<file path="config.mk">
export PLATFORM = sky130hd
export DESIGN_NAME = mul_arbiter
export DESIGN_NICKNAME = d
export VERILOG_FILES = /design/src/rtl/mul_arbiter.sv
export SDC_FILE = /design/constraint.sdc
export NUM_CORES = 1
export LEC_CHECK = 0
export ABC_AREA = 1
export ABC_CLOCK_PERIOD_IN_PS = 1900
export BUFFER_PORTS_ARGS = -buffer_cell sky130_fd_sc_hd__buf_4
export CORE_ASPECT_RATIO = 2
export CORE_MARGIN = 3
export CORE_UTILIZATION = 40
export DETAILED_ROUTE_END_ITERATION = 10
export PLACE_DENSITY = 0.72
export RECOVER_POWER = 100
export SLEW_MARGIN = 5
export SYNTH_ARGS = -nofsm -noshare
export SYNTH_HDL_FRONTEND = slang
export SYNTH_SLANG_ARGS = --single-unit
</file>
<file path="constraint.sdc">
create_clock -name clk -period 1.9 [get_ports clk]
set_clock_uncertainty 0.2 [all_clocks]
set_input_delay 0.19 -clock clk [delete_from_list [all_inputs] [get_ports clk]]
set_output_delay 0.19 -clock clk [all_outputs]
set_load 0.005 [all_outputs]
</file>
<file path="src/rtl/mul_arbiter.sv">
// -----------------------------------------------------------------------------
// mul_arbiter
//
// Shares one sequential 8x8 shift-and-add multiplier between two requesters:
// port 0 is the CPU MUL instruction path, port 1 the auxiliary/DMA path.
// A round-robin arbiter accepts one request at a time, latches its operands,
// pulses mul_start once, waits for mul_done (guarded by a watchdog) and then
// returns the 16-bit product on the winning port's response channel.
//
// Handshake rule, used identically on every channel in this block:
//   a transfer happens on a rising clk edge where valid and ready are both
//   high. The sender keeps valid and its payload stable until that edge; the
//   receiver may raise or drop ready at any time and ready never depends on
//   anything the sender has not already committed to.
//
// Ports:
//   clk          system clock, all state updates on the rising edge
//   reset_n      asynchronous active-low reset
//   req_valid[i] request valid from port i
//   req_ready[i] request accept to port i (IDLE only, at most one bit high)
//   req_a/req_b  operands, port 0 in [7:0], port 1 in [15:8]
//   rsp_valid[i] response valid to port i (at most one bit high)
//   rsp_ready[i] response accept from port i
//   rsp_data     16-bit product, meaningful while a rsp_valid bit is high
//   rsp_err      set with rsp_valid when the operation was aborted by timeout
//   mul_start    one-cycle start pulse to the multiplier
//   mul_a/mul_b  operands to the multiplier, held from ISSUE through WAIT
//   mul_busy     multiplier busy
//   mul_done     multiplier done pulse
//   mul_p_low    product bits [7:0]
//   mul_p_high   product bits [15:8]
//   arb_busy     high in every state except IDLE
//   state_dbg    current FSM state (IDLE=0, ISSUE=1, WAIT=2, RESP=3)
//
// TIMEOUT_CYCLES: number of WAIT cycles without mul_done before the
// operation is aborted; legal range 10..255.
// -----------------------------------------------------------------------------
module mul_arbiter #(
  parameter int unsigned TIMEOUT_CYCLES = 16
) (
  input  logic        clk,
  input  logic        reset_n,
  input  logic [1:0]  req_valid,
  output logic [1:0]  req_ready,
  input  logic [15:0] req_a,
  input  logic [15:0] req_b,
  output logic [1:0]  rsp_valid,
  input  logic [1:0]  rsp_ready,
  output logic [15:0] rsp_data,
  output logic        rsp_err,
  output logic        mul_start,
  output logic [7:0]  mul_a,
  output logic [7:0]  mul_b,
  input  logic        mul_busy,
  input  logic        mul_done,
  input  logic [7:0]  mul_p_low,
  input  logic [7:0]  mul_p_high,
  output logic        arb_busy,
  output logic [1:0]  state_dbg
);

  localparam logic [1:0] S_IDLE  = 2'd0;
  localparam logic [1:0] S_ISSUE = 2'd1;
  localparam logic [1:0] S_WAIT  = 2'd2;
  localparam logic [1:0] S_RESP  = 2'd3;

  // Counter value on the last permitted WAIT cycle.
  localparam logic [7:0] TO_LAST = 8'(TIMEOUT_CYCLES - 1);

  logic [1:0] state;
  logic       last_grant;   // port served most recently
  logic       owner;        // port that owns the operation in flight
  logic [7:0] to_cnt;       // WAIT cycles elapsed without mul_done

  logic       grant;
  logic       any_req;
  logic       accept;
  logic       rsp_fire;
  logic       timeout_hit;

  // ---------------------------------------------------------------------------
  // Arbitration: a lone requester wins outright; under contention the port
  // that was not served last wins, which gives strict alternation.
  // ---------------------------------------------------------------------------
  always_comb begin
    any_req = |req_valid;
    grant   = 1'b0;
    case (req_valid)
      2'b01:   grant = 1'b0;
      2'b10:   grant = 1'b1;
      2'b11:   grant = ~last_grant;
      default: grant = 1'b0;
    endcase
  end

  always_comb begin
    req_ready = 2'b00;
    if (state == S_IDLE && any_req) begin
      req_ready = grant ? 2'b10 : 2'b01;
    end
  end

  assign accept = |(req_valid & req_ready);

  // Start is held off while the multiplier reports busy, so exactly one pulse
  // reaches it per accepted request.
  assign mul_start = (state == S_ISSUE) && !mul_busy;

  always_comb begin
    rsp_valid = 2'b00;
    if (state == S_RESP) begin
      rsp_valid = owner ? 2'b10 : 2'b01;
    end
  end

  // Only the owner's ready bit can complete the response.
  assign rsp_fire    = |(rsp_valid & rsp_ready);
  assign timeout_hit = (to_cnt == TO_LAST);
  assign arb_busy    = (state != S_IDLE);
  assign state_dbg   = state;

  // ---------------------------------------------------------------------------
  // Control FSM and datapath registers
  // ---------------------------------------------------------------------------
  always_ff @(posedge clk or negedge reset_n) begin
    if (!reset_n) begin
      state      <= S_IDLE;
      last_grant <= 1'b1;
      owner      <= 1'b0;
      to_cnt     <= 8'd0;
      mul_a      <= 8'd0;
      mul_b      <= 8'd0;
      rsp_data   <= 16'd0;
      rsp_err    <= 1'b0;
    end else begin
      case (state)
        S_IDLE: begin
          if (accept) begin
            mul_a      <= grant ? req_a[15:8] : req_a[7:0];
            mul_b      <= grant ? req_b[15:8] : req_b[7:0];
            owner      <= grant;
            last_grant <= grant;
            state      <= S_ISSUE;
          end
        end

        S_ISSUE: begin
          if (!mul_busy) begin
            state <= S_WAIT;
          end
        end

        S_WAIT: begin
          // A done pulse on the final permitted cycle still counts as success.
          if (mul_done) begin
            rsp_data <= {mul_p_high, mul_p_low};
            rsp_err  <= 1'b0;
            to_cnt   <= 8'd0;
            state    <= S_RESP;
          end else if (timeout_hit) begin
            rsp_data <= 16'd0;
            rsp_err  <= 1'b1;
            to_cnt   <= 8'd0;
            state    <= S_RESP;
          end else begin
            to_cnt <= to_cnt + 8'd1;
          end
        end

        S_RESP: begin
          // Returning to IDLE first means a new request is never accepted in
          // the same cycle as the response handshake.
          if (rsp_fire) begin
            state <= S_IDLE;
          end
        end

        default: state <= S_IDLE;
      endcase
    end
  end

`ifndef SYNTHESIS
  a_req_ready_onehot : assert property (@(posedge clk) disable iff (!reset_n)
    $onehot0(req_ready));
  a_rsp_valid_onehot : assert property (@(posedge clk) disable iff (!reset_n)
    $onehot0(rsp_valid));
  a_start_in_issue : assert property (@(posedge clk) disable iff (!reset_n)
    mul_start |-> (state == S_ISSUE));
`endif

endmodule

</file>
# Word-level counts from Yosys, hierarchy flattened

Cells that the tools add are included.

Word-level logic and storage cells: 53
Output and inout port bits: 41
Input bits: 56
Register bits after elaboration: 45

Equal/unequal tests: 10
Muxes and demuxes: 19
Add/subtract/negate cells: 1
Reductions and logical operators: 12
Bitwise logic cells: 3

Operators by type and width:

| operator                                       | count |
|---|---|
| two-way mux 16 bit                             | 2 |
| two-way mux 8 bit                              | 4 |
| two-way mux 2 bit                              | 9 |
| adder 8 x 1 -> 8 bit (second input constant)   | 1 |
| == test 2 bit (second input constant)          | 4 |
| == test 8 x 4 -> 1 bit (second input constant) | 1 |
| one-hot mux 2 bit (4 select lines)             | 1 |
| inequality test 2 bit (second input constant)  | 3 |
| OR reduction 2 bit                             | 3 |
| bitwise AND 2 bit                              | 2 |
| AND reduction 2 bit                            | 2 |
| AND reduction 4 bit                            | 1 |
| nonzero test 2 bit                             | 2 |
| inequality test 3 bit (second input constant)  | 1 |
| == test 2 x 1 -> 1 bit (second input constant) | 1 |
| logical AND 1 bit                              | 2 |
| zero test 2 bit                                | 1 |
| two-way mux 1 bit                              | 2 |
| one-hot mux 1 bit (2 select lines)             | 1 |
| zero test 1 bit                                | 1 |
| NOT 1 bit                                      | 1 |

# Longest topological paths before layout

Word-level depth: 8
Gate-level depth with buffers: 9
Mapped depth without buffers: 8

# Worst setup path after synthesis

Ideal clock, no wire load.

Path kind: reg-to-reg
Start point: register state[0], in the netlist state_dbg[0]
End point: register rsp_data[10]
Required time: 1583 ps
Setup time: 117 ps
Arrival: 1359 ps
Stages on the path, launching flop included: 9
Period minus slack after synthesis: 1677 ps
Buffers on the path: 2
Setup slack: 223 ps
Cells stage by stage: dfrtp_1 > inv_1 > ha_1 > buf_4 > nand2_1 > clkinv_1 > buf_2 > nand2_1 > nand2_1

Cells in the longest elaborated chain, start to end: 2

Ends and longest elaborated chain:

| item                          | RTL line | RTL |
|---|---|---|
| start, declared               | 70       | `logic [1:0] state;` |
| start signal, assigned        | 127      | `state <= S_IDLE;` |
| start signal, assigned        | 143      | `state <= S_ISSUE;` |
| start signal, assigned        | 149      | `state <= S_WAIT;` |
| == test 2 bit                 | 136      | `case (state)` |
| AND reduction 2 bit (no line) | -        |  |
| end signal, assigned          | 156      | `rsp_data <= {mul_p_high, mul_p_low};` |
| end, declared                 | 49       | `output logic [15:0] rsp_data,` |

Every way passes these cells.
A chain may end at the register's enable or synchronous reset.

# Worst setup path after layout

Start point: register state[1], in the netlist state_dbg[1]
End point: output req_ready[0]

Cells in the longest elaborated chain, start to end: 3

Ends and longest elaborated chain:

| item              | RTL line | RTL |
|---|---|---|
| zero test 2 bit   | 98       | `if (state == S_IDLE && any_req) begin` |
| logical AND 1 bit | 98       |  |
| two-way mux 2 bit | 98       |  |
| end, declared     | 44       | `output logic [1:0] req_ready,` |

Every way passes these cells.

==> results.md <==
* Synth warnings at 0
* # IOs at 97
* Clock root buffer master: clkbuf_8
* Comb power frac at 46.4%
* Register area share after synthesis at 48.49%
* Slew HR at 26.41%
* FP Rows at 38
* Status: finished, final reports clean
* Buffers & Inverters on Critical Path at 3
* Clk slew on worst S/H paths at 0.08 ns
* Routed WL per cell at 14.37 um
* Via Count at 2376
* Synth unique cells at 30
* Slowest stage cell on the critical path: dfrtp_1
* Sw Share at 36.54%
* Post-layout util at 65.13%
* Crit path capture type: output pin
* Power Dens Cells at 1227 mW/mm2
* Vias per inst at 5.077
* Cell Int Power at 2.798 mW
* P_sw at 1.611 mW
* Critical path class: flip-flop to output pin
* Die area at 0.006818 mm2
* Mapped Area at 0.002325 mm2
* Critical R2R Launch: state_dbg[1]
* Flop pwr share at 36.6%
* # DRC at 0
* Post-synth net total at 328
* Cell mode on critical path: inv_2
* Pleak at 1.771 nW
* Unrepaired setup endpoints after global routing: false
* Seq cells post-synth at 45
* Antenna Cells at 0
* Final setup fails at 0
* CTS buffer count at 5
* Hold Path Class: primary input to flip-flop
* Max-slew violation count at 0
* Largest net degree at the start of global routing at 46
* Clock Latency Late Sink at 0.29 ns
* Post-route cell area at 0.003592 mm2
* CP peak stage delay at 0.40 ns
* Port Buffers at 96
* Slew @ Worst Pin at 1.104 ns
* First-pass detailed-route iteration total at 4
* Worst EP required at 1.51 ns
* Crit-path cells: inv_2 > ha_2 > inv_2 > nor3b_2 > buf_4
* Total clock sinks at 45
* Cells after Synth at 266
* WL final at 6.723 mm
* Initial antenna violation count at 0
* Post-route ant nets at 0
* GP Congestion at 0.8078
* VDD IR max at 0.8588 mV
* Final net count at 469
* Initial Util at 42.15%
* Die Width at 59.91 um
* Hold Path End: mul_a[4]
* Critical path arrival at 1.40 ns
* Worst setup SP type: flip-flop
* Final Hold Fails at 0
* First-pass GRT wire length at 11.15 mm
* TritonCTS clock tree: done
* Reg2reg setup slack at 0.16 ns
* Period utilization at 94.32%
* Aggregate global-route resource usage at 20.99%
* Tmin final at 1.792 ns
* Area growth from synthesis to layout at 54.52%
* Syn_area_per_cell at 8.740 um2
* Number of DRC markers in iteration 0 at 74
* Hold Path Stages at 3
* Cells on worst reg2reg path at 7
* Fillers at 472
* Layout cells sized above 1 at 32.84%
* Total gr overflow at 0
* Worst hold path startpoint: req_a[12]
* Max Clk Rate at 558.0 MHz
* Hold Slack at 0.01405 ns
* Delay-heaviest family, CP: flip-flops
* Crit path max fanout at 10
* Die H at 113.8 um
* R2r endpoint: rsp_data[12]
* Core ar. at 0.005515 mm2
* Clk pwr share at 17.0%
* Most frequent cells in the layout: 64 x buf_4, 57 x nand2_1, 44 x dfrtp_1
* CTS Buffer Depth at 2
* Vias in the first global route at 2502
* Most common cell after layout, fill and taps aside: buf_4
* Max-cap viol count at 0
* H-tree levels at 2
* Fin Setup TNS at 0 ns
* Dpl cell area at 0.003077 mm2
* Post-DP HPWL at 4.701 mm
## worst register-to-register path: stages, from the launching register on
cell and delay [ns]:
dfrtp_1 0.38, buf_4 0.14, ha_2 0.26, nand2_1 0.14, clkinv_1 0.08, buf_2 0.29
nand2_1 0.12, nand2_1 0.08
## power groups by stage
stage	Clock [mW]	Combinational, mW	Sequential (mW)
floorplan	0	1.09	1.63
global placement	0	2.02	1.64
CTS	0.769	2.17	1.62
finish	0.748	2.05	1.61
global route	0.801	2.31	1.67
detailed placement	0	2.06	1.64
## state kept, by name (all words and copies together), names as in the netlist
signal	count
mul_b	8
to_cnt	8
rsp_data	16
rsp_err	1
owner	1
state_dbg	2
mul_a	8
last_grant	1
## cells in the mapped netlist
master | number | share of area [%]
mux2i_1 | 1 | 0.43
buf_6 | 3 | 1.5
nor3_1 | 1 | 0.22
nand3_1 | 25 | 5.4
buf_12 | 1 | 0.86
o21ai_1 | 1 | 0.22
a21oi_1 | 18 | 3.9
nor2_1 | 14 | 2.3
clkinv_1 | 1 | 0.16
xor2_1 | 2 | 0.75
nand2_4 | 1 | 0.48
nor2_4 | 1 | 0.48
o21bai_1 | 1 | 0.32
ha_1 | 6 | 3.2
dfrtp_1 | 44 | 47
a22o_1 | 1 | 0.38
o21ai_2 | 18 | 6.8
nor2_2 | 2 | 0.54
nor3b_1 | 1 | 0.32
clkbuf_1 | 2 | 0.32
nand4_1 | 2 | 0.54
or2_2 | 1 | 0.27
o21ai_0 | 31 | 6.7
buf_2 | 7 | 1.5
buf_4 | 2 | 0.65
nand2_2 | 1 | 0.27
nor2_8 | 1 | 0.86
inv_1 | 19 | 3.1
nand2_1 | 57 | 9.2
dfstp_2 | 1 | 1.1
## worst max path at each step
stage | from | endpoint | slack (ns) | cells past startpoint
2_1_floorplan | state_dbg[0] | rsp_data[10] | 0.22 | 8
3_3_place_gp | state_dbg[1] | mul_a[4] | 0.19 | 6
3_5_place_dp | state_dbg[1] | mul_b[7] | 0.09 | 6
4_1_cts | state_dbg[1] | req_ready[0] | 0.05 | 5
5_1_grt | state_dbg[1] | req_ready[0] | 0.01 | 5
6_report | state_dbg[1] | req_ready[0] | 0.11 | 5
## cell type report
cell class | instances | area, um2 | area share (%)
well taps | 60 | 75.07 | 2.090
repair buffers | 149 | 1185 | 32.99
clock inverters | 2 | 37.54 | 1.045
flip-flops and latches | 45 | 1127 | 31.38
inverters | 20 | 75.07 | 2.090
clock buffers | 6 | 82.58 | 2.299
multi-input cells | 186 | 1010 | 28.11
## cell families after synthesis
group / after synthesis / share of synthesized area (%)
simple gates: 107 / 20.83
compound gates: 70 / 18.25
flops: 45 / 48.49
buf+inv: 35 / 8.019
fa+ha+maj: 6 / 3.229
xor+xnor: 2 / 0.7536
mux: 1 / 0.4306
## per-stage QoR
step / power [mW] / cells / setup slack (ns)
3_3_place_gp: 3.654 / 416 / 0.1943
6_report: 4.408 / 468 / 0.1079
2_1_floorplan: 2.723 / 266 / 0.2232
3_5_place_dp: 3.705 / 416 / 0.09036
5_1_grt: 4.776 / 468 / 0.01093
4_1_cts: 4.559 / 468 / 0.05109
## layer usage
metal | GRT usage (%) | vias up | share of wire (%)
li1 | - | 1160 | -
met1 | 24.21 | 1114 | 36
met2 | 36.85 | 84 | 56
met3 | 3.737 | 18 | 4.7
met4 | 8.284 | 0 | 2.9
met5 | 0 | - | 0
## what timing repair did
item                       in CTS  in global routing
buffers inserted                1                  0
pin swaps                       0                  0
resized for setup               2                  4
hold buffers                   43                  0
setup endpoints to repair       3                  4
hold endpoints to repair       76                  0
Note: power is estimated with default switching activity, not from simulation.
